===== config.mk =====
export PLATFORM = sky130hd
export DESIGN_NAME = multi_note_timer
export DESIGN_NICKNAME = d
export VERILOG_FILES = /design/src/rtl/multi_note_timer.sv
export SDC_FILE = /design/constraint.sdc
export NUM_CORES = 1
export LEC_CHECK = 0
export CORE_MARGIN = 8
export CORE_UTILIZATION = 45
export DETAILED_ROUTE_END_ITERATION = 6
export GPL_ROUTABILITY_DRIVEN = 0
export GPL_TIMING_DRIVEN = 0
export PLACE_DENSITY_LB_ADDON = 0.15
export SLEW_MARGIN = 0
export SYNTH_ARGS = -nofsm -noshare
export SYNTH_HDL_FRONTEND = slang
export SYNTH_SLANG_ARGS = --single-unit

===== constraint.sdc =====
create_clock -name clk_i -period 3.5 [get_ports clk_i]
set_input_delay 0.875 -clock clk_i [delete_from_list [all_inputs] [get_ports clk_i]]
set_output_delay 0.875 -clock clk_i [all_outputs]
set_load 0.03 [all_outputs]

===== src/rtl/multi_note_timer.sv =====
// multi_note_timer
// ----------------
// A bank of N_CH independent note-length timers. Each channel counts one
// note down, one step per beat tick. When a note finishes, the channel either
// stops at zero or reloads the length it last latched (loop mode). Channels
// share only the clock, reset, pause and beat inputs.
//
// Ports
//   clk_i           : single clock, all state updates on the rising edge
//   reset_i         : synchronous, active-high reset
//   load_i          : per-channel load strobe (bit i loads channel i)
//   load_len_i      : note lengths in beats, channel i at [i*LEN_W +: LEN_W]
//   repeat_i        : per-channel loop mode, sampled on the ending beat
//   pause_i         : global freeze of every channel counter
//   beat_i          : one-cycle beat tick shared by all channels
//   remaining_o     : current counter per channel, same packing as load_len_i
//   note_did_end_o  : channel counter is zero and its load strobe is low
//   end_pulse_o     : registered one-cycle pulse per completed note
//   all_done_o      : AND of all note_did_end_o bits
//
// The loop-mode input is called repeat_i because "repeat" is a reserved
// word in SystemVerilog.
module multi_note_timer #(
    parameter int N_CH  = 4,
    parameter int LEN_W = 6
) (
    input  logic                    clk_i,
    input  logic                    reset_i,
    input  logic [N_CH-1:0]         load_i,
    input  logic [N_CH*LEN_W-1:0]   load_len_i,
    input  logic [N_CH-1:0]         repeat_i,
    input  logic                    pause_i,
    input  logic                    beat_i,
    output logic [N_CH*LEN_W-1:0]   remaining_o,
    output logic [N_CH-1:0]         note_did_end_o,
    output logic [N_CH-1:0]         end_pulse_o,
    output logic                    all_done_o
);

    // Packed so that channel i lands at bits [i*LEN_W +: LEN_W].
    logic [N_CH-1:0][LEN_W-1:0] cnt_q, cnt_d;
    logic [N_CH-1:0][LEN_W-1:0] len_q, len_d;
    logic [N_CH-1:0]            end_pulse_q, end_pulse_d;

    // Next-state per channel. A load beats pause, pause beats the beat tick.
    // The ending beat (counter at one) either reloads the latched length or
    // parks at zero, and arms the end pulse for the following cycle. A
    // counter already at zero simply stays there.
    always_comb begin
        cnt_d       = cnt_q;
        len_d       = len_q;
        end_pulse_d = '0;
        for (int i = 0; i < N_CH; i++) begin
            if (load_i[i]) begin
                cnt_d[i] = load_len_i[i*LEN_W +: LEN_W];
                len_d[i] = load_len_i[i*LEN_W +: LEN_W];
            end else if (!pause_i && beat_i) begin
                if (cnt_q[i] > LEN_W'(1)) begin
                    cnt_d[i] = cnt_q[i] - LEN_W'(1);
                end else if (cnt_q[i] == LEN_W'(1)) begin
                    cnt_d[i]       = repeat_i[i] ? len_q[i] : '0;
                    end_pulse_d[i] = 1'b1;
                end
            end
        end
    end

    // State registers; reset abandons any note in flight without a pulse.
    always_ff @(posedge clk_i) begin
        if (reset_i) begin
            cnt_q       <= '0;
            len_q       <= '0;
            end_pulse_q <= '0;
        end else begin
            cnt_q       <= cnt_d;
            len_q       <= len_d;
            end_pulse_q <= end_pulse_d;
        end
    end

    // The done level is masked by the load strobe so a channel never looks
    // finished in the same cycle it is being given a new note.
    always_comb begin
        note_did_end_o = '0;
        for (int i = 0; i < N_CH; i++) begin
            note_did_end_o[i] = (cnt_q[i] == '0) && !load_i[i];
        end
    end

    assign remaining_o = cnt_q;
    assign end_pulse_o = end_pulse_q;
    assign all_done_o  = &note_did_end_o;

endmodule


==> metrics.md, run 1 <==
| Metric | Value |
|---|---|
| Final WS setup | slightly below 0.09 ns |
| Clock latency on the worst-skew pair | ~0.31 ns |
| Die area | slightly below 10000 sq um |
| # DRC | 0 |
| H-tree depth | 2 |
| Share of the synthesized area in the top cell type | roughly a third |
| Startpoint class of the critical path | input port |
| Crit path launch | load_i[3] |
| Crit path DAT | 2.54 ns |
| Share of layout cells above drive strength 1 | ~6% |
| Number of synthesized register bits | 52 |
| Unrepaired setup endpoints after global routing | no |
| Hold Crit Class | flip-flop to flip-flop |
| Outcome | finished clean |
| Final ANT Viol Nets | 0 |
| Hpwl dp | 6.53 mm |
| Detailed-route wire length | a little under 9 mm |
| Diodes inserted | 0 |
| Syn_nets | 410 |
| Hold-fix buffers, CTS | 0 |
| Worst setup path class | input port to output port |
| Sw Share | between 30 and 40% |
| Most common cell after layout, fill and taps aside | clkdlybuf4s50_1 |
| Worst rel slew slack | between 50 and 60% |
| Reg-to-reg endpoint | remaining_o[2] |
| First-pass GRT wire length | about 15 mm |
| Max Freq | ~290 MHz |
| Final Slew Violations | 0 |
| Synth Area in XOR/XNOR | 2.55% |
| I/O pin total | 69 |
| Leakage | roughly 1.5 nW |
| R2R cell count | 8 |
| Reg2reg start | remaining_o[0] |
| # rows | 30 |
| Vias in the first global route | between 3000 and 4000 |
| Seq pwr share | approximately two fifths |
| Synth cell types | 57 |
| Adder-Cell Fraction of Synth Area | between 4 and 5% |
| MaxCap Viol Count | 0 |
| Most used DFF post-synth | dfxtp_1 |
| Syn Area/Cell | around 8.5 sq um |
| Fin nets | roughly 480 |
| Cells after Synth | roughly 360 |
| Final Cell Area | 3930 sq um |
| Initial antenna violation count | 0 |
| Clock Sinks | 52 |
| Die height | 98.8 microns |
| Pin count of the biggest net entering global routing | 15 |
| Post-synth top area cell | dfxtp_1 |
| Post-synth EDFFs | 0 |
| CTS tree | built |
| Internal | between 1 and 1.5 mW |
| Power Density | between 400 and 500 nW/um^2 |
| Clk_skew | approximately 0.012 ns |
| Simple-Gate Fraction of Synth Area | about a quarter |
| Reg2reg setup slack | 1.25 ns |
| Worst setup endpoint | note_did_end_o[3] |
| Most frequent cells in the layout | clkdlybuf4s50_1, dfxtp_1, nor2_1 |
| CTS buffer count | 5 |
| Via count | 3018 |
| Sw Pwr | between 0.6 and 0.7 mW |
| Clock power share | 19.9% |
| Iteration count of the initial detailed-routing pass | 4 |
| Tot GR Track Use | between 10% and 20% |
| Final hold vios | 0 |
| Synth area leaders | dfxtp_1, mux2i_1, ha_1 |
| Min Tclk post-route | ~3.4 ns |
| Post-Syn Area | around 3100 sq um |
| Die W | a little under 100 microns |
| Worst vdd ir | 0.209 mV |
| Worst endpoint required time | 2.62 ns |
| Drt wl/cell | 17.1 microns |
| FFs w/ async S/R, synth | 0% |
| CP max FO | 11 |
| Fin crit share | 97.5% |
| Vias per inst | ~5.9 |
| Area delta synth->final | 27.3% |
| Reg clk slew, reported paths | around 0.1 ns |
| IO buf count | 67 |
| Power share of the combinational group | 39.3% |
| Clock tree buffer depth | 2 |
| Least-Margin Pin Slew | about 0.68 ns |
| Main combinational cell family by area after synthesis | simple AND/OR/NAND/NOR gates |
| Crit end category | output port |
| Overflow after GRT | 0 |
| CORE AREA | roughly 6700 sq um |
| DR iter-0 viols | roughly 150 |
| Yosys warns | 0 |
| Synth Area in Compound Gates | between 20% and 30% |
| Number of setup violations in the final report | 0 |
| Place WS | -0.175 ns |
| Starting Density | ~46% |
| Total cell area at the placement stage | 3860 sq um |
| Post-synthesis sequential area ratio | 33.7% |
| Root buffer cell | clkbuf_8 |
| Post-synthesis mux area share | between 6 and 7% |
[Yosys cell counts (6+ instances only)]
master and count:
a211oi_1 7, a21oi_1 29, a311oi_1 11, clkbuf_1 13, dfxtp_1 52, ha_1 12, inv_1 22, mux2i_1 17
nand2_1 20, nand2b_1 10, nor2_1 30, nor3_1 9, o21ai_0 9, o32ai_1 7, xor2_1 6
[worst min-delay path by stage]
| stage | startpoint | end | slack [ns] | depth (start not counted) |
|---|---|---|---|---|
| after CTS | len_q[2] | len_q[2] | 0.48 | 2 |
| after global placement | len_q[2] | len_q[2] | 0.46 | 2 |
| after global routing | len_q[2] | len_q[2] | 0.50 | 2 |
| after floorplan | len_q[10] | len_q[10] | 0.45 | 2 |
| final | len_q[2] | len_q[2] | 0.48 | 2 |
| after detailed placement | len_q[2] | len_q[2] | 0.47 | 2 |
[registers in the layout (all words and copies together), names as in the netlist]
| signal | count |
|---|---|
| len_q | 24 |
| remaining_o | 24 |
| end_pulse_o | 4 |
[stage by stage]
step	setup TNS [ns]	std cells	power, mW	util, %	hold slack, ns
after detailed placement	-0.176	509	1.40	57.4	0.466
after CTS	0	516	1.74	58.5	0.482
after global placement	-0.166	509	1.39	57.4	0.462
after global routing	0	515	1.83	58.5	0.500
after floorplan	0	362	1.17	-	0.451
final	0	515	1.73	58.5	0.479
[power by group through the flow]
stage               Clock, mW  Combinational (mW)  Sequential [mW]
floorplan                   0               0.403            0.770
global placement            0               0.670            0.719
detailed placement          0               0.678            0.721
CTS                     0.351               0.680            0.708
global route            0.365               0.746            0.717
finish                  0.345               0.681            0.709
[cell type report]
| cell class | instances | area (sq um) |
|---|---|---|
| flip-flops and latches | 52 | 1040 |
| repair buffers | 67 | 668 |
| clock buffers | 6 | 72.6 |
| well taps | 80 | 100 |
| inverters | 23 | 86.3 |
| plain buffers | 19 | 104 |
| fillers | 596 | 2790 |
| multi-input cells | 267 | 1850 |
| clock inverters | 1 | 5.00 |
[logic make-up (layout without fill, tap and decap cells)]
family	after synthesis	count (layout)
DFF	52	52
adders and majority gates	12	12
muxes	19	19
xor gates and xnor gates	9	9
buffers and inverters	43	116
AOI/OAI and AO/OA	102	102
and+or+nand+nor	125	125
[repair_timing]
item / CTS / global route
endpoints found under the setup margin: 2 / 1
setup buffers: 0 / 0
resized for setup: 2 / 0
[critical path: stages]
cell	delay [ns]
clkdlybuf4s50_1	0.57
nor2_1	0.18
and2_1	0.22
clkdlybuf4s50_1	0.70
[metal layers]
metal	vias up	global-route usage, %	part of all wire (%)
met5	-	0	0
met2	92	30.9	47
li1	1489	-	-
met3	7	3.38	5.6
met1	1430	22.6	46
met4	0	5.08	1.1
No activity file was read; power rests on OpenSTA's default activity.
==> inputs of run 2 (changes only) <==
Settings changed: CORE_MARGIN 8 to default, GPL_TIMING_DRIVEN 0 to default, MAX_ROUTING_LAYER from default to met4.
==> metrics.md, run 2 (synthesis results as in run 1) <==
| Metric | Value |
|---|---|
| Outcome | finished with violations |
| Failing checks | design-rule violations |
| Final hold vios | 0 (unchanged) |
| Final ANT Viol Nets | 0 (unchanged) |
| CP max-delay cell | or4_4 |
| # rows | 29 (-3.3%) |
| Hold-fix buffers, CTS | 0 (unchanged) |
| Unrepaired setup endpoints after global routing | no |
| H-tree depth | 2 (unchanged) |
| Pin count of the biggest net entering global routing | 32 (+17) |
| Leakage | 1.52 nW (+0.57%) |
| Drt wl/cell | 14.8 microns (-13%) |
| CORE AREA | 6490 sq um (-3.3%) |
| Die area | 7200 sq um (-26%) |
| Clk_skew | 0.00686 ns (-0.00526 ns) |
| Diodes inserted | 0 (unchanged) |
| Number of setup violations in the final report | 0 (unchanged) |
| Detailed-route wire length | 7.42 mm (-16%) |
| Iteration count of the initial detailed-routing pass | 7 (+3) |
| Overflow after GRT | 0 (unchanged) |
| Setup TNS | 0 ns (unchanged) |
| Share of layout cells above drive strength 1 | 8.27% (+2.3 points) |
| Starting Density | 47.5% (+1.6 points) |
| Fin nets | 470 (-2.7%) |
| Via count | 2870 (-4.9%) |
| Wl on met1 | 3.67 mm (-9.7%) |
| Fin crit share | 83.4% (-14 points) |
| IO buf count | 68 (+1.5%) |
| Clock tree buffer depth | 2 (unchanged) |
| CTS buffer count | 5 (unchanged) |
| Min Tclk post-route | 2.92 ns (-0.495 ns) |
| Max Freq | 343 MHz (+17%) |
| WL met3 | 245 microns (-51%) |
| Worst path max stage delay | 0.63 ns (-0.07 ns) |
| Hold Crit Class | flip-flop to flip-flop |
| Dpl cells | 492 (-3.3%) |
| Worst setup path class | flip-flop to output port |
| MaxCap Viol Count | 0 (unchanged) |
| Top sig layer | met4 |
| Final Slew Violations | 0 (unchanged) |
| Worst rel slew slack | 64.7% (+9.8 points) |
| CTS tree | built |
| I/O pin total | 69 (unchanged) |
| Reg clk slew, reported paths | 0.10 ns (about the same) |
| Area delta synth->final | 26.4% |
| Hpwl dp | 5.34 mm (-18%) |
| Worst vdd ir | 0.210 mV (+0.67%) |
| Critical path, cell by cell | or4_4 > nor2_1 > and2_1 > and4_1 > buf_4 |
| Root buffer cell | clkbuf_8 |
| Vias per inst | 5.74 (-2.1%) |
| Crit path DAT | 2.04 ns (-0.50 ns) |
| DR iter-0 viols | 109 (-26%) |
| First-pass GRT wire length | 12.3 mm (-16%) |
| WL met2 | 3.48 mm (-16%) |
| # DRC | 6 (+6) |
| Die height | 84.8 microns (-14%) |
| Post-CTS Setup Inserts | 0 (unchanged) |
| Design Power | 1.82 mW (+4.9%) |
| Power Density | 466 nW/um^2 (+5.6%) |
| Worst Hold Slack | 0.477 ns (-0.00250 ns) |
| Worst endpoint required time | 2.62 ns (about the same) |
| CP max FO | 9 (-2) |
| Most frequent cells in the layout | clkdlybuf4s50_1, dfxtp_1, nor2_1 |
| Crit end category | output port |
| Util after Layout | 60.1% (+1.6 points) |
| Tot GR Track Use | 21.4% (+3.3 points) |
| Clock Sinks | 52 (unchanged) |
| Startpoint class of the critical path | flip-flop |
| Initial antenna violation count | 0 (unchanged) |
| Clock latency on the worst-skew pair | 0.30 ns (about the same) |
| Die W | 84.8 microns (-14%) |
| Post_cts resized | 0 (-2) |
| Least-Margin Pin Slew | 0.525 ns (-0.153 ns) |
| Non-Filler Instances | 500 (-2.9%) |
| Vias in the first global route | 2549 (-16%) |
| Most common cell after layout, fill and taps aside | clkdlybuf4s50_1 |
run 2: changes by cell type in the layout (fill, tap and decap cells not counted), sizes merged:
cell,delta
buf,+5
clkbuf,-12
dlygate4sd2,-2
clkinv,-1
bufinv,+1
clkdlybuf4s50,-3
run 2: metrics by stage:
stage / instance area (sq um) / setup WS, ns
finish: 3900 / 0.581
CTS: 3900 / 0.576
global route: 3900 / 0.485
detailed placement: 3780 / 0.626
floorplan: 3090 / 0.529
global placement: 3780 / 0.632
run 2: final timing paths:
kind,startpoint,endpoint,slack (ns),depth (start not counted)
worst min register to register,len_q[2],len_q[2],0.48,2
worst max register to register,remaining_o[18],remaining_o[20],1.34,6
worst min-delay path,len_q[2],len_q[2],0.48,2
worst max-delay path,remaining_o[14],all_done_o,0.58,5
run 2: cell type report:
cell class,count,area (sq um)
sequential,52,1040
clock inverter,1,30.0
multi-input combinational,267,1850
inverter,23,86.3
clock buffer,7,96.3
fill,612,2590
timing repair buffer,73,701
tap,77,96.3
run 2: metal layers:
metal,vias to the layer above,GRT usage [%]
met2,58,34.6
met3,2,3.31
met1,1351,28.8
li1,1459,-
met5,-,-
met4,0,4.16
run 2: where the power goes:
part / switching [mW] / leakage, nW / internal (mW)
logic: 0.356 / 1.03 / 0.295
registers: 0.0682 / 0.429 / 0.641
clock network: 0.206 / 0.0645 / 0.253
total: 0.630 / 1.52 / 1.19
run 2: worst max-delay path, delay by kind of cell (launching register included):
kind / cells / cell delay (ns)
flip-flops: 1 / 0.40
buffers and inverters: 1 / 0.15
AND/OR/NAND/NOR: 4 / 1.18
==> inputs of run 3 (changes only) <==
Clock period 3.5 ns to 2.6 ns, I/O delays scaled along.
==> metrics.md, run 3 (synthesis results as in run 1) <==
| Metric | Value |
|---|---|
| Outcome | finished with violations |
| Failing checks | design-rule violations |
| Detailed-route wire length | 7.85 mm (+5.7%) |
| First-pass GRT wire length | 12.7 mm (+3.8%) |
| Final Cell Area | 4000 sq um (+2.4%) |
| Fin crit share | 97.5% |
| CTS tree | built |
| Clock Sinks | 52 (unchanged) |
| Clock power share | 21.0% (-4.2 points) |
| Sw Pwr | 0.872 mW (+38%) |
| Diodes inserted | 0 (unchanged) |
| Layout fillers | 590 (-3.6%) |
| H-tree depth | 2 (unchanged) |
| Starting Density | 47.5% (unchanged) |
| Number of setup violations in the final report | 0 (unchanged) |
| Worst path max stage delay | 0.56 ns (-0.07 ns) |
| CP top delay family | simple AND/OR/NAND/NOR gates |
| Hold Crit Class | flip-flop to flip-flop |
| CORE AREA | 6490 sq um (unchanged) |
| Die W | 84.8 microns (unchanged) |
| Seq pwr share | 39.3% (+0.3 points) |
| Worst setup path class | flip-flop to output port |
| Power Density | 596 nW/um^2 (+28%) |
| Startpoint class of the critical path | flip-flop |
| Setup TNS | 0 ns (unchanged) |
| Total cell area at the placement stage | 3870 sq um (+2.5%) |
| Worst rel slew slack | 62.2% (-2.4 points) |
| CP max FO | 8 (-1) |
| Leakage | 1.57 nW (+3.2%) |
| # rows | 29 (unchanged) |
| Drt wl/cell | 15.3 microns (+3.0%) |
| Clock tree buffer depth | 2 (unchanged) |
| I/O pin total | 69 (unchanged) |
| Iteration count of the initial detailed-routing pass | 7 (unchanged) |
| Initial antenna violation count | 0 (unchanged) |
| Max Freq | roughly 390 MHz |
| Power share of the combinational group | 39.7% (+3.9 points) |
| Worst endpoint required time | 1.95 ns (-0.67 ns) |
| Final Slew Violations | 0 (unchanged) |
| Place WS | 0.143 ns (-0.483 ns) |
| Critical path, cell by cell | or4_4 > nor2_4 > and2_2 > and4_4 > buf_6 |
| CP max-delay cell | or4_4 |
| Overflow after GRT | 0 (unchanged) |
| Final ANT Viol Nets | 0 (unchanged) |
| Die area | 7200 sq um (unchanged) |
| Crit path DAT | 1.89 ns (-0.15 ns) |
| Vias in the first global route | 2687 (+5.4%) |
| Clock latency on the worst-skew pair | 0.31 ns (about the same) |
| Worst path bufs/invs | 1 (unchanged) |
| Share of layout cells above drive strength 1 | 12.4% (+4.1 points) |
| Clk_skew | 0.00678 ns (-0.0000786 ns) |
| Final WS setup | 0.0646 ns (-0.517 ns) |
| Crit end category | output port |
| Hpwl dp | 5.71 mm (+7.0%) |
| Via count | 2993 (+4.3%) |
| CTS buffer count | 5 (unchanged) |
| Sw Share | 36.6% (+2.0 points) |
| Area delta synth->final | 29.4% |
| Most frequent cells in the layout | clkdlybuf4s50_1, dfxtp_1, a21oi_1 |
| Min Tclk post-route | 2.54 ns |
| IO buf count | 68 (unchanged) |
| # DRC | 6 (unchanged) |
| Fin nets | 483 (+2.8%) |
| Reg clk slew, reported paths | 0.10 ns (about the same) |
| Least-Margin Pin Slew | 0.561 ns (+0.0364 ns) |
| Vias per inst | 5.83 (+1.6%) |
| Worst Hold Slack | 0.481 ns (+0.00371 ns) |
| Root buffer cell | clkbuf_8 |
| Internal | 1.51 mW (+27%) |
| Die height | 84.8 microns (unchanged) |
| MaxCap Viol Count | 0 (unchanged) |
| Final hold vios | 0 (unchanged) |
| Worst vdd ir | 0.296 mV (+41%) |
| Pin count of the biggest net entering global routing | 26 (-19%) |
| DR iter-0 viols | 166 (+52%) |
| Tot GR Track Use | 22.5% (+1.0 points) |
| Most common cell after layout, fill and taps aside | clkdlybuf4s50_1 |
[run 3: cell count changes in the layout (fill, tap and decap cells not counted), sizes merged]
cell / before / now
clkinvlp: 0 / 2
buf: 11 / 24
bufinv: 1 / 0
clkbuf: 7 / 6
[run 3: layer usage]
metal / share of wire [%] / GRT usage [%]
met1: 46 / 29.3
met3: 5.6 / 4.67
met2: 47 / 35.6
met5: 0 / -
met4: 1.3 / 6.16
[run 3: timing repair]
action                                  in CTS  in global routing
hold buffers                                 0                  0
endpoints found under the setup margin       1                  1
gates resized for setup                      1                  6
pin swaps                                    1                  0
buffers inserted                             1                  0
[run 3: power by group through the flow]
stage	sequential, mW	combinational, mW	clock [mW]
6_report	0.937	0.945	0.500
5_1_grt	0.948	1.03	0.546
4_1_cts	0.935	0.937	0.516
3_5_place_dp	0.954	0.924	0
3_3_place_gp	0.952	0.917	0
2_1_floorplan	1.04	0.544	0
[run 3: path summary, 6_finish.rpt]
kind,from,end,slack (ns),cells past startpoint
worst min-delay path,len_q[2],len_q[2],0.48,2
worst max-delay path,remaining_o[15],all_done_o,0.06,5
worst min register to register,len_q[2],len_q[2],0.48,2
worst max register to register,remaining_o[18],remaining_o[20],0.46,6
[run 3: worst reg2reg max path: stages, from the launching register on]
cell      delay (ns)
dfxtp_1         0.49
inv_1           0.11
ha_1            0.27
or2_2           0.36
and2_0          0.27
a211o_1         0.30
a221oi_1        0.26
[run 3: metrics by stage]
stage,util (%),total power [mW],cells
2_1_floorplan,-,1.58,362
3_5_place_dp,59.6,1.88,504
4_1_cts,61.3,2.39,513
5_1_grt,61.5,2.52,513
3_3_place_gp,59.6,1.87,504
6_report,61.5,2.38,513
[run 3: area by class of cell]
cell class	count	area [sq um]	area share, %
tap	77	96.3	2.41
multi-input combinational	267	1870	46.8
inverter	23	86.3	2.16
clock inverter	2	15.0	0.376
clock buffer	6	82.6	2.07
timing repair buffer	86	802	20.1
sequential	52	1040	26.1
